### config.mk
export PLATFORM = sky130hd
export DESIGN_NAME = alu_writeback_unit
export DESIGN_NICKNAME = d
export VERILOG_FILES = /design/src/rtl/alu_writeback_unit.sv
export SDC_FILE = /design/constraint.sdc
export NUM_CORES = 1
export LEC_CHECK = 0
export BUFFER_PORTS_ARGS = -buffer_cell sky130_fd_sc_hd__buf_2
export CORE_ASPECT_RATIO = 1.5
export CORE_MARGIN = 5
export CORE_UTILIZATION = 60
export CTS_CLUSTER_DIAMETER = 100
export CTS_CLUSTER_SIZE = 28
export DETAILED_ROUTE_END_ITERATION = 12
export PLACE_DENSITY = 0.79
export SLEW_MARGIN = 10
export SYNTH_ARGS = -nofsm -noshare
export SYNTH_HDL_FRONTEND = slang
export SYNTH_SLANG_ARGS = --single-unit
### constraint.sdc
create_clock -name clk_in -period 15.4 [get_ports clk_in]
set_input_delay 2.31 -clock clk_in [delete_from_list [all_inputs] [get_ports clk_in]]
set_output_delay 2.31 -clock clk_in [all_outputs]
set_load 0.02 [all_outputs]
### src/rtl/alu_writeback_unit.sv
// alu_writeback_unit: in-order retirement stage behind alu_pipe.
// ALU results are captured into a tag-indexed completion table and retired
// strictly in tag order, one per cycle, to the register file and the CPSR.
// Optional build macro ALU_WB_BYPASS_EN: a completion for the head tag that
// finds its table entry empty skips the table and retires at the same edge.
module alu_writeback_unit #(
  parameter int DATA_WIDTH = 32,
  parameter int TAG_WIDTH  = 4
) (
  input  logic                  clk_in,
  input  logic                  reset_in,
  input  logic                  flush_in,
  input  logic                  alu_complete_in,
  input  logic                  alu_confirmed_in,
  input  logic [TAG_WIDTH-1:0]  alu_tag_in,
  input  logic [3:0]            alu_rd_addr_in,
  input  logic [DATA_WIDTH-1:0] alu_rd_data_in,
  input  logic [DATA_WIDTH-1:0] alu_cpsr_in,
  output logic                  rf_wr_en_out,
  output logic [3:0]            rf_wr_addr_out,
  output logic [DATA_WIDTH-1:0] rf_wr_data_out,
  output logic                  cpsr_wr_en_out,
  output logic [DATA_WIDTH-1:0] cpsr_out,
  output logic                  retire_valid_out,
  output logic [TAG_WIDTH-1:0]  retire_tag_out,
  output logic [TAG_WIDTH-1:0]  head_tag_out,
  output logic                  protocol_err_out
);

  localparam int DEPTH = 2**TAG_WIDTH;

  logic [DEPTH-1:0]      tbl_vld;
  logic [DEPTH-1:0]      tbl_conf;
  logic [3:0]            tbl_rd_addr [DEPTH];
  logic [DATA_WIDTH-1:0] tbl_rd_data [DEPTH];
  logic [DATA_WIDTH-1:0] tbl_cpsr    [DEPTH];
  logic [TAG_WIDTH-1:0]  head;
  logic                  err;

  logic                  dup_p0;
  logic                  byp_p0;
  logic                  cap_p0;
  logic                  vld_p0;
  logic                  conf_p0;
  logic [3:0]            addr_p0;
  logic [DATA_WIDTH-1:0] data_p0;
  logic [DATA_WIDTH-1:0] cpsr_p0;

  logic                  vld_p1;
  logic [TAG_WIDTH-1:0]  tag_p1;
  logic                  rf_wr_en_p1;
  logic [3:0]            addr_p1;
  logic [DATA_WIDTH-1:0] data_p1;
  logic                  cpsr_wr_en_p1;
  logic [DATA_WIDTH-1:0] cpsr_p1;

  // ---- stage p0: classify the incoming result and pick the retiring entry ----
  always_comb begin
    dup_p0 = alu_complete_in && tbl_vld[alu_tag_in];
`ifdef ALU_WB_BYPASS_EN
    byp_p0 = alu_complete_in && (alu_tag_in == head) && !tbl_vld[head];
`else
    byp_p0 = 1'b0;
`endif
    cap_p0  = alu_complete_in && !tbl_vld[alu_tag_in] && !byp_p0;
    vld_p0  = tbl_vld[head] || byp_p0;
    conf_p0 = tbl_conf[head];
    addr_p0 = tbl_rd_addr[head];
    data_p0 = tbl_rd_data[head];
    cpsr_p0 = tbl_cpsr[head];
    if (byp_p0) begin
      conf_p0 = alu_confirmed_in;
      addr_p0 = alu_rd_addr_in;
      data_p0 = alu_rd_data_in;
      cpsr_p0 = alu_cpsr_in;
    end
  end

  // Capture and retire always touch different entries: capture needs an
  // empty slot, retire needs a full one.
  always_ff @(posedge clk_in or negedge reset_in) begin
    if (!reset_in) begin
      tbl_vld <= '0;
      head    <= '0;
      err     <= 1'b0;
    end else if (flush_in) begin
      tbl_vld <= '0;
      head    <= '0;
    end else begin
      if (dup_p0) begin
        err <= 1'b1;
      end
      if (vld_p0) begin
        if (!byp_p0) begin
          tbl_vld[head] <= 1'b0;
        end
        head <= head + TAG_WIDTH'(1);
      end
      if (cap_p0) begin
        tbl_vld[alu_tag_in] <= 1'b1;
      end
    end
  end

  always_ff @(posedge clk_in) begin
    if (cap_p0 && !flush_in) begin
      tbl_conf[alu_tag_in]    <= alu_confirmed_in;
      tbl_rd_addr[alu_tag_in] <= alu_rd_addr_in;
      tbl_rd_data[alu_tag_in] <= alu_rd_data_in;
      tbl_cpsr[alu_tag_in]    <= alu_cpsr_in;
    end
  end

  // ---- stage p1: registered retire / write-back outputs ----
  always_ff @(posedge clk_in or negedge reset_in) begin
    if (!reset_in) begin
      vld_p1        <= 1'b0;
      tag_p1        <= '0;
      rf_wr_en_p1   <= 1'b0;
      addr_p1       <= '0;
      data_p1       <= '0;
      cpsr_wr_en_p1 <= 1'b0;
      cpsr_p1       <= '0;
    end else if (flush_in) begin
      vld_p1        <= 1'b0;
      rf_wr_en_p1   <= 1'b0;
      cpsr_wr_en_p1 <= 1'b0;
    end else begin
      vld_p1        <= vld_p0;
      rf_wr_en_p1   <= vld_p0 && conf_p0;
      cpsr_wr_en_p1 <= vld_p0 && conf_p0;
      if (vld_p0) begin
        tag_p1 <= head;
      end
      if (vld_p0 && conf_p0) begin
        addr_p1 <= addr_p0;
        data_p1 <= data_p0;
        cpsr_p1 <= cpsr_p0;
      end
    end
  end

  assign rf_wr_en_out     = rf_wr_en_p1;
  assign rf_wr_addr_out   = addr_p1;
  assign rf_wr_data_out   = data_p1;
  assign cpsr_wr_en_out   = cpsr_wr_en_p1;
  assign cpsr_out         = cpsr_p1;
  assign retire_valid_out = vld_p1;
  assign retire_tag_out   = tag_p1;
  assign head_tag_out     = head;
  assign protocol_err_out = err;

endmodule
Yosys cells after proc, flatten, opt, wreduce, memory -nomap -nowiden
Memory sizes are Yosys's and may differ from the RTL's. A register that Yosys moved wholly into a read port is not among the register bits.
Cells that the tools add are included.
{"block": "classes", "magnitude_cmp": 4, "n_bitwise": 4, "n_mux": 21, "add_sub_neg": 1, "reduce_logical": 15}
{"cell": "16-bit 2-to-1 mux", "count": 4}
{"cell": "16-bit AND", "count": 1}
{"cell": "16-bit bitwise mux", "count": 1}
{"cell": "16-bit NOT", "count": 1}
{"cell": "16-bit bitwise OR", "count": 1}
{"cell": "1-bit binary-select mux with 4-bit select", "count": 3}
{"cell": "4-bit by 5-bit less-than comparator with 1-bit output, second input constant", "count": 2}
{"cell": "1-bit 2-to-1 mux", "count": 9}
{"cell": "1-bit demux with 4-bit select", "count": 2}
{"cell": "4-bit by 1-bit >= comparator with 1-bit output, second input constant", "count": 2}
{"cell": "4-bit 2-to-1 mux", "count": 2}
{"cell": "1-bit logical AND", "count": 6}
{"cell": "2-bit AND reduction", "count": 3}
{"cell": "1-bit logical NOT", "count": 5}
{"cell": "4-bit by 1-bit adder with 4-bit output, second input constant", "count": 1}
{"cell": "2-bit nonzero test", "count": 1}
{"cell": "1-bit NOT", "count": 1}
{"block": "totals", "memories": 3, "ramBits": 1088, "ff_bits": 43, "elab_cells": 55}
{"name": "tbl_cpsr", "words": 16, "width": 32, "read_ports": 1, "rd_clocked_by_memory_dff": 1, "write_ports": 1, "line_no": "36", "text": "logic [DATA_WIDTH-1:0] tbl_cpsr [DEPTH];"}
{"name": "tbl_rd_data", "words": 16, "width": 32, "read_ports": 1, "rd_clocked_by_memory_dff": 1, "write_ports": 1, "line_no": "35", "text": "logic [DATA_WIDTH-1:0] tbl_rd_data [DEPTH];"}
{"name": "tbl_rd_addr", "words": 16, "width": 4, "read_ports": 1, "rd_clocked_by_memory_dff": 1, "write_ports": 1, "line_no": "34", "text": "logic [3:0] tbl_rd_addr [DEPTH];"}

Logic depth before layout (Yosys ltp)
Gate-level depths: netlist (run 1).
{"block": "depth", "ltp_word": 11, "depth_mapped": 9, "ltp_nobuf": 5}

Worst setup path before layout (run 1)
Ideal clock, no wire load.
{"block": "synth_timing", "path_kind": "input port to flip-flop", "start": "input alu_tag_in[0]", "end": "register tbl_conf[14], enable pin", "slack_ps": 6258, "n_path_buf": 1, "t_required_ps": 14802, "cell_stages": 4, "t_arrival_ps": 8544, "setup_time_ps": 598, "cell_sequence": "clkbuf_1 mux4_2 nand4b_1 nor3b_1"}
{"block": "synth_via", "elab_chain_cells": 5}
{"item": "start: declaration", "line_no": "15", "text": "input logic [TAG_WIDTH-1:0] alu_tag_in,"}
{"item": "1-bit binary-select mux with 4-bit select", "line_no": "65", "text": "cap_p0 = alu_complete_in && !tbl_vld[alu_tag_in] && !byp_p0;"}
{"item": "1-bit 2-to-1 mux (implied by the code)", "line_no": "65"}
{"item": "1-bit logical NOT", "line_no": "65"}
{"item": "1-bit logical AND", "line_no": "65"}
{"item": "1-bit logical AND", "line_no": "106", "text": "if (cap_p0 && !flush_in) begin"}
{"item": "end signal: indexed assignment", "line_no": "107", "text": "tbl_conf[alu_tag_in] <= alu_confirmed_in;"}
{"item": "end: declaration", "line_no": "33", "text": "logic [DEPTH-1:0] tbl_conf;"}
Every way passes these cells. The select of a mux whose other input is x is not followed.
A chain may end at the register's enable or synchronous reset.

Final worst setup path (run 1)
{"block": "layout_timing", "start": "input alu_tag_in[0]", "end": "memory tbl_rd_data[0][27], enable pin"}
{"block": "layout_via", "elab_chain_cells": 7}
{"item": "1-bit binary-select mux with 4-bit select", "line_no": "65"}
{"item": "1-bit 2-to-1 mux (implied by the code)", "line_no": "65"}
{"item": "1-bit logical NOT", "line_no": "65"}
{"item": "1-bit logical AND", "line_no": "65"}
{"item": "1-bit logical AND", "line_no": "106"}
{"item": "1-bit 2-to-1 mux", "line_no": "106"}
{"item": "1-bit 2-to-1 mux (implied by the code)", "line_no": "109", "text": "tbl_rd_data[alu_tag_in] <= alu_rd_data_in;"}
{"item": "end: declaration", "line_no": "35"}
Several ways; a longest one is shown, not always the timed one. The select of a mux whose other input is x is not followed.

==> results of run 1 <==
==> cells in the final DEF (no fill, tap or decap), drive strengths merged, types with 6 or more instances in the layout <==
cell	count
a31o	16
buf	190
clkbuf	83
dfrtp	95
diode	10
edfxtp	1104
inv	9
mux2	73
mux2i	6
mux4	350
nand2	23
nor2	20
nor3	6
==> kinds of logic after synthesis <==
kind of cell	Yosys count
DFF	1199
muxes	429
buffers and inverters	99
and+or+nand+nor	70
AOI/OAI and AO/OA	29
adders and majority gates	4
xor gates and xnor gates	1
==> stage by stage <==
step / setup slack (ns) / instances / area, um2
after global routing: 10.17 / 3019 / 48800
after floorplan: 6.26 / 1831 / 45500
after global placement: 9.68 / 2930 / 47400
after CTS: 10.24 / 3016 / 48800
after detailed placement: 9.50 / 2930 / 47400
final: 10.22 / 3026 / 48800
==> routing by layer <==
metal	wire length, um	up-vias	track usage (%)
met2	51600	1038	41.5
met4	2930	4	6.49
met3	6510	150	3.50
met5	25	-	0
li1	-	8106	-
met1	34900	10900	31.3
==> layout make-up <==
type                            count  share of cell area, %
Inverter                            8                 0.0717
Sequential cell                  1199                   72.8
Clock buffer                       83                   2.77
Tap cell                         1000                   2.56
Multi-Input combinational cell    533                   19.6
Clock inverter                      3                 0.0512
Timing Repair Buffer              190                   2.15
Antenna cell                       10                 0.0512
==> worst max path at each step <==
stage	to	cells after the start	slack, ns
2_1_floorplan	tbl_conf[14]$_DFFE_PP_	4	6.26
3_3_place_gp	tbl_rd_data[0][30]$_DFFE_PP_	5	9.68
3_5_place_dp	tbl_rd_data[0][30]$_DFFE_PP_	5	9.50
4_1_cts	tbl_rd_data[0][5]$_DFFE_PP_	5	10.24
5_1_grt	tbl_rd_data[0][26]$_DFFE_PP_	5	10.17
6_report	tbl_rd_data[0][27]$_DFFE_PP_	5	10.22
==> state kept, by name, indices dropped and copies added, names as in the netlist <==
signal            cells
tbl_vld              16
rf_wr_addr_out        4
retire_tag_out        4
head_tag_out          4
cpsr_out             32
cpsr_wr_en_out        1
retire_valid_out      1
tbl_rd_addr          64
tbl_conf             16
protocol_err_out      1
tbl_rd_data         512
tbl_cpsr            512
rf_wr_data_out       32
==> power by group <==
group / internal, W / total, W / switching [W]
logic: 0.0000872 / 0.000235 / 0.000148
registers: 0.00360 / 0.00363 / 0.0000242
clock network: 0.000610 / 0.00152 / 0.000912
total: 0.00430 / 0.00538 / 0.00108
==> worst register-to-register path, cell delays in order, from the launching register on <==
cell and delay, ns:
dfrtp_4 1.09, buf_4 0.96, mux2i_1 0.25, o2bb2ai_1 0.25, nor4_1 0.88, o211ai_4 0.10
buf_4 0.33, mux2_2 0.46
==> impl_metrics.ini, run 1 <==
[outcome]
status = finished clean

[min_path]
worstHoldEndpoint = rf_wr_data_out[8]$_DFFE_PN0P_
min_from = rf_wr_data_out[8]$_DFFE_PN0P_
hold_path_depth = 1
hold_class = register to register

[global_route]
grt_first_pass_wirelength_mm = 143
grt-ovfl-total = 0
grt_pass1_vias = 21300
grt.total_usage_pct = 23.5
antenna_found_initial = 14
grt_max_degree = 112

[layout]
fin_nets = 2061
multi_input_area_um2 = 9560
layout-drive-gt1-share_pct = 35.0
area_growth_syn_to_layout_pct = 7.31
fin_util_pct = 65.0
fillCellCount = 4655
regArea_um2 = 35500

[setup_path]
cpPeakStageDelay_ns = 0.86
r2r-end = rf_wr_data_out[14]$_DFFE_PN0P_
cp.arrival_ns = 5.44
critPathMaxFanout = 46
worst_setup_path_end_kind = register
reg2reg_from = head_tag_out[0]$_DFFE_PN0P_
critPathKind = input pin to register
reg2reg_slack_ns = 10.98
crit_path_top_delay_cell = buf_4
crit_buf_inv = 2
reg2reg_depth = 7
crit_chain = buf_2, mux4_2, or3_1, nor2_4, buf_4
critPathLaunchType = input pin
required_ns = 15.67
crit_start = alu_tag_in[0]
crit_family = simple AND/OR/NAND/NOR gates

[yosys]
ys_seq_area_share_pct = 78.1
synth-simple-area-share_pct = 0.737
yosys.area_share.adder_pct = 0.110
ys_async_sr_fraction_pct = 7.92
synth_cells = 1831
ys_ff_latch = 1199
ys_warn_count = 0
synth_top_family_by_area = multiplexers
syn-num-nets = 1912
synth.largest_area_cell = edfxtp_1
synth_ff_type = edfxtp_1
synth_top_area_share_pct = 72.8
ys_top_cells_by_count = edfxtp_1, mux4_2, dfrtp_1
synth_compound_area_share_pct = 0.544
synth.cell_area_um2 = 45500
synth_area_leaders = edfxtp_1, mux4_2, dfrtp_1, mux2_2, buf_4
synth.avg_cell_area_um2 = 24.9
synthDistinctLibCells = 41
synth.most_common_cell = edfxtp_1
synth_mux_area_share_pct = 19.3
synth-xor-area-share_pct = 0.0192
synth_edf_count = 1104

[sta]
rsz0062_at_grt = no
maxSlewHeadroom_pct = 11.4
worstMarginPinSlew_ns = 1.29
fin_crit_sh_pct = 33.6
fin_tns_setup_ns = 0
hold_violations = 0
setup_viol = 0
hold_ws_ns = 0.508
layout_min_cycle_time_ns = 5.18
slew_viol_final = 0
fmax_ghz = 0.193
fin_skew_ns = 0.0195

[power_and_ir_drop]
pwr_density_cell_nw_per_um2 = 110
p_leak_nw = 15.3
total_power_w = 0.00538
irDropWorstVdd_v = 0.0000977

[floorplan]
rows = 123
pin_count = 157
core-area_um2 = 75100
dieArea_um2 = 81600
die_height_um = 347
die_x_um = 235
start_util_pct = 60.6

[clock_network]
root_buffer = clkbuf_16
clock_sinks = 1199
hold_buffers = 0
clockBufferDepth = 3
cts_resized = 0
htree_levels = 2
clk_latency_ns = 0.64
cts_setup_buffers = 0
cts_tree = built
clkSlewWorstSetupHoldPaths_ns = 0.10
cts-buffers-inserted = 48

[routing]
via_per_inst = 6.67
drc = 0
firstDrtPassIters = 5
drt_iter0_markers = 2218
wire_per_inst_um = 31.7
antenna_left = 0
totalWireLength_mm = 96.0
vias = 20200

[job]
maxCapViolCount = 0

[place]
port_buffers = 156
hpwlAfterDp_mm = 52.7
gp_congestion = 0.821
Note: power is estimated with default switching activity, not from simulation.
==> run 2, diff against run 1 <==
--- a/config.mk
+++ b/config.mk
@@ -5,6 +5,7 @@
 export SDC_FILE = /design/constraint.sdc
 export NUM_CORES = 1
 export LEC_CHECK = 0
+export ABC_AREA = 1
 export BUFFER_PORTS_ARGS = -buffer_cell sky130_fd_sc_hd__buf_2
 export CORE_ASPECT_RATIO = 1.5
 export CORE_MARGIN = 5
==> constraint.sdc (replaced) <==
create_clock -name clk_in -period 5.1 [get_ports clk_in]
set_input_delay 0.765 -clock clk_in [delete_from_list [all_inputs] [get_ports clk_in]]
set_output_delay 0.765 -clock clk_in [all_outputs]
set_load 0.02 [all_outputs]
==> impl_metrics.ini, run 2 <==
[yosys]
synth_cells = 4463
ys_seq_area_share_pct = 72.7
synth-xor-area-share_pct = 0.0359
synth.cell_area_um2 = 48900
ys_top_cells_by_count = nor2_1, edfxtp_1, nand2_1
synth_top_family_by_area = simple AND/OR/NAND/NOR gates
ys_ff_latch = 1199
ys_warn_count = 0
synth-simple-area-share_pct = 17.5
ys_async_sr_fraction_pct = 7.92
synth_area_leaders = edfxtp_1, nor2_1, nand2_1, dfrtp_1, o21ai_0
synth.largest_area_cell = edfxtp_1
synthDistinctLibCells = 23
yosys.area_share.adder_pct = 0.102
synth_edf_count = 1104
synth.avg_cell_area_um2 = 10.9
synth_ff_type = edfxtp_1
synth_top_area_share_pct = 67.9
synth_mux_area_share_pct = 0
synth_compound_area_share_pct = 5.98
syn-num-nets = 4544
synth.most_common_cell = nor2_1

[place]
hpwlAfterDp_mm = 64.6
port_buffers = 156
gp_congestion = 0.827
dp_slack_ns = 1.65

[layout]
fin_nets = 4553
final_common_cell = nor2_1
layout-drive-gt1-share_pct = 6.56
fin_util_pct = 64.3
fillCellCount = 5919
final_cell_mix = nor2_1, edfxtp_1, nand2_1
reg_top3 = tbl_cpsr (512), tbl_rd_data (512), tbl_rd_addr (64)
area_growth_syn_to_layout_pct = 6.68

[clock_network]
cts_setup_buffers = 0
clockBufferDepth = 3
htree_levels = 2
clock_sinks = 1199
hold_buffers = 0
cts_tree = built
clk_latency_ns = 0.66
cts-buffers-inserted = 48
cts_resized = 0
root_buffer = clkbuf_16
clkSlewWorstSetupHoldPaths_ns = 0.11

[floorplan]
dieArea_um2 = 87300
start_util_pct = 60.3
rows = 128
pin_count = 157
die_height_um = 359
core-area_um2 = 81000
die_x_um = 243

[outcome]
status = finished clean

[job]
maxCapViolCount = 0

[setup_path]
critPathMostFrequentCell = nand2_1
critPathLaunchType = register
crit_chain = inv_8, nand2_1, nand3_1, nand2_1, nand2_1, nand2_1, inv_2, nand2_4, nand3_4, nand2_1, nand2_1
cpPeakStageDelay_ns = 0.86
critPathMaxFanout = 126
crit_path_top_delay_cell = dfrtp_4
crit_buf_inv = 2
crit_family = simple AND/OR/NAND/NOR gates
required_ns = 5.65
critPathKind = register to register
cp.arrival_ns = 3.97
worst_setup_path_end_kind = register

[min_path]
hold_class = input pin to async pin

[global_route]
grt_max_degree = 202
grt.total_usage_pct = 26.3
grt-ovfl-total = 0
grt_pass1_vias = 30800
antenna_found_initial = 9
grt_first_pass_wirelength_mm = 179

[sta]
fin_skew_ns = 0.0229
hold_ws_ns = 0.0138
setup_ws_ns = 1.68
fin_crit_sh_pct = 67.1
rsz0062_at_grt = no
worstMarginPinSlew_ns = 1.05
maxSlewHeadroom_pct = 30.0
hold_violations = 0
slew_viol_final = 0
fin_tns_setup_ns = 0
setup_viol = 0
fmax_ghz = 0.292
layout_min_cycle_time_ns = 3.42

[routing]
vias = 31900
drt_iter0_markers = 3734
firstDrtPassIters = 7
totalWireLength_mm = 117
antenna_left = 0
wire_per_inst_um = 21.1
drc = 0
via_per_inst = 5.74

[power_and_ir_drop]
irDropWorstVdd_v = 0.000428
pwr_density_cell_nw_per_um2 = 374
p_leak_nw = 19.6
-- run 2: cell types whose count changed after synthesis, sizes merged, moves of 58 or more --
cell	previous run	this run
o21ai	1	580
clkbuf	38	137
mux4	350	0
nor2	20	1127
clkinv	1	108
nand3	4	91
nand2	23	1011
buf	53	111
inv	7	84
mux2	73	0
-- run 2: power by group --
group / internal [W] / switching [W] / leakage (nW)
clock network: 0.00188 / 0.00283 / 0.672
registers: 0.0111 / 0.000212 / 11.2
logic: 0.000967 / 0.00251 / 7.76
-- run 2: final cells by class --
type / count / area, um2 / share of cell area, %
clock buffer: 88 / 1390 / 2.67
sequential: 1199 / 35500 / 68.2
clock inverter: 2 / 22.5 / 0.0432
tap: 1040 / 1300 / 2.50
timing repair buffer: 207 / 1450 / 2.79
antenna: 7 / 17.5 / 0.0336
multi-input combinational: 2824 / 11600 / 22.3
inverter: 192 / 753 / 1.45
-- run 2: path summary, 6_finish.rpt --
| path | start | to | slack (ns) | depth (start not counted) |
|---|---|---|---|---|
| hold reg to reg | rf_wr_data_out[15]$_DFFE_PN0P_ | rf_wr_data_out[15]$_DFFE_PN0P_ | 0.48 | 2 |
| hold / removal | reset_in | tbl_vld[3]$_DFF_PN0_ | 0.01 | 1 |
| min in group clk_in | alu_complete_in | protocol_err_out$_DFFE_PN0P_ | 0.40 | 3 |
| setup / recovery | head_tag_out[0]$_DFFE_PN0P_ | cpsr_out[6]$_DFFE_PN0P_ | 1.68 | 11 |
| setup reg to reg | head_tag_out[0]$_DFFE_PN0P_ | cpsr_out[6]$_DFFE_PN0P_ | 1.68 | 11 |
| max in group asynchronous | reset_in | rf_wr_data_out[11]$_DFFE_PN0P_ | 4.12 | 2 |
-- run 2: cells by family (layout without fill, tap and decap cells) --
logic type / after synthesis / in the layout
other cells: 0 / 7
flops: 1199 / 1199
buf+inv: 440 / 489
compound gates: 583 / 583
xor+xnor: 2 / 2
simple gates: 2235 / 2235
fa+ha+maj: 4 / 4
-- run 2: worst reg2reg max path, stage by stage, from the launching register on --
cell and delay [ns]:
dfrtp_4 0.86, inv_8 0.38, nand2_1 0.34, nand3_1 0.10, nand2_1 0.11, nand2_1 0.06
nand2_1 0.12, inv_2 0.06, nand2_4 0.10, nand3_4 0.76, nand2_1 0.32, nand2_1 0.09
-- run 2: metrics by stage --
| stage | total power (W) | std cells | instance area [um2] |
|---|---|---|---|
| after floorplan | 0.0138 | 4463 | 48900 |
| after global placement | 0.0149 | 5462 | 50700 |
| after detailed placement | 0.0150 | 5462 | 50700 |
| after CTS | 0.0195 | 5552 | 52100 |
| after global routing | 0.0203 | 5557 | 52100 |
| final | 0.0195 | 5559 | 52100 |
-- run 2: per-layer routing --
layer | part of all wire, % | global-route usage, %
met4 | 3.1 | 8.15
met5 | 0 | 0
met2 | 51 | 45.2
met1 | 38 | 35.6
met3 | 7.7 | 3.18
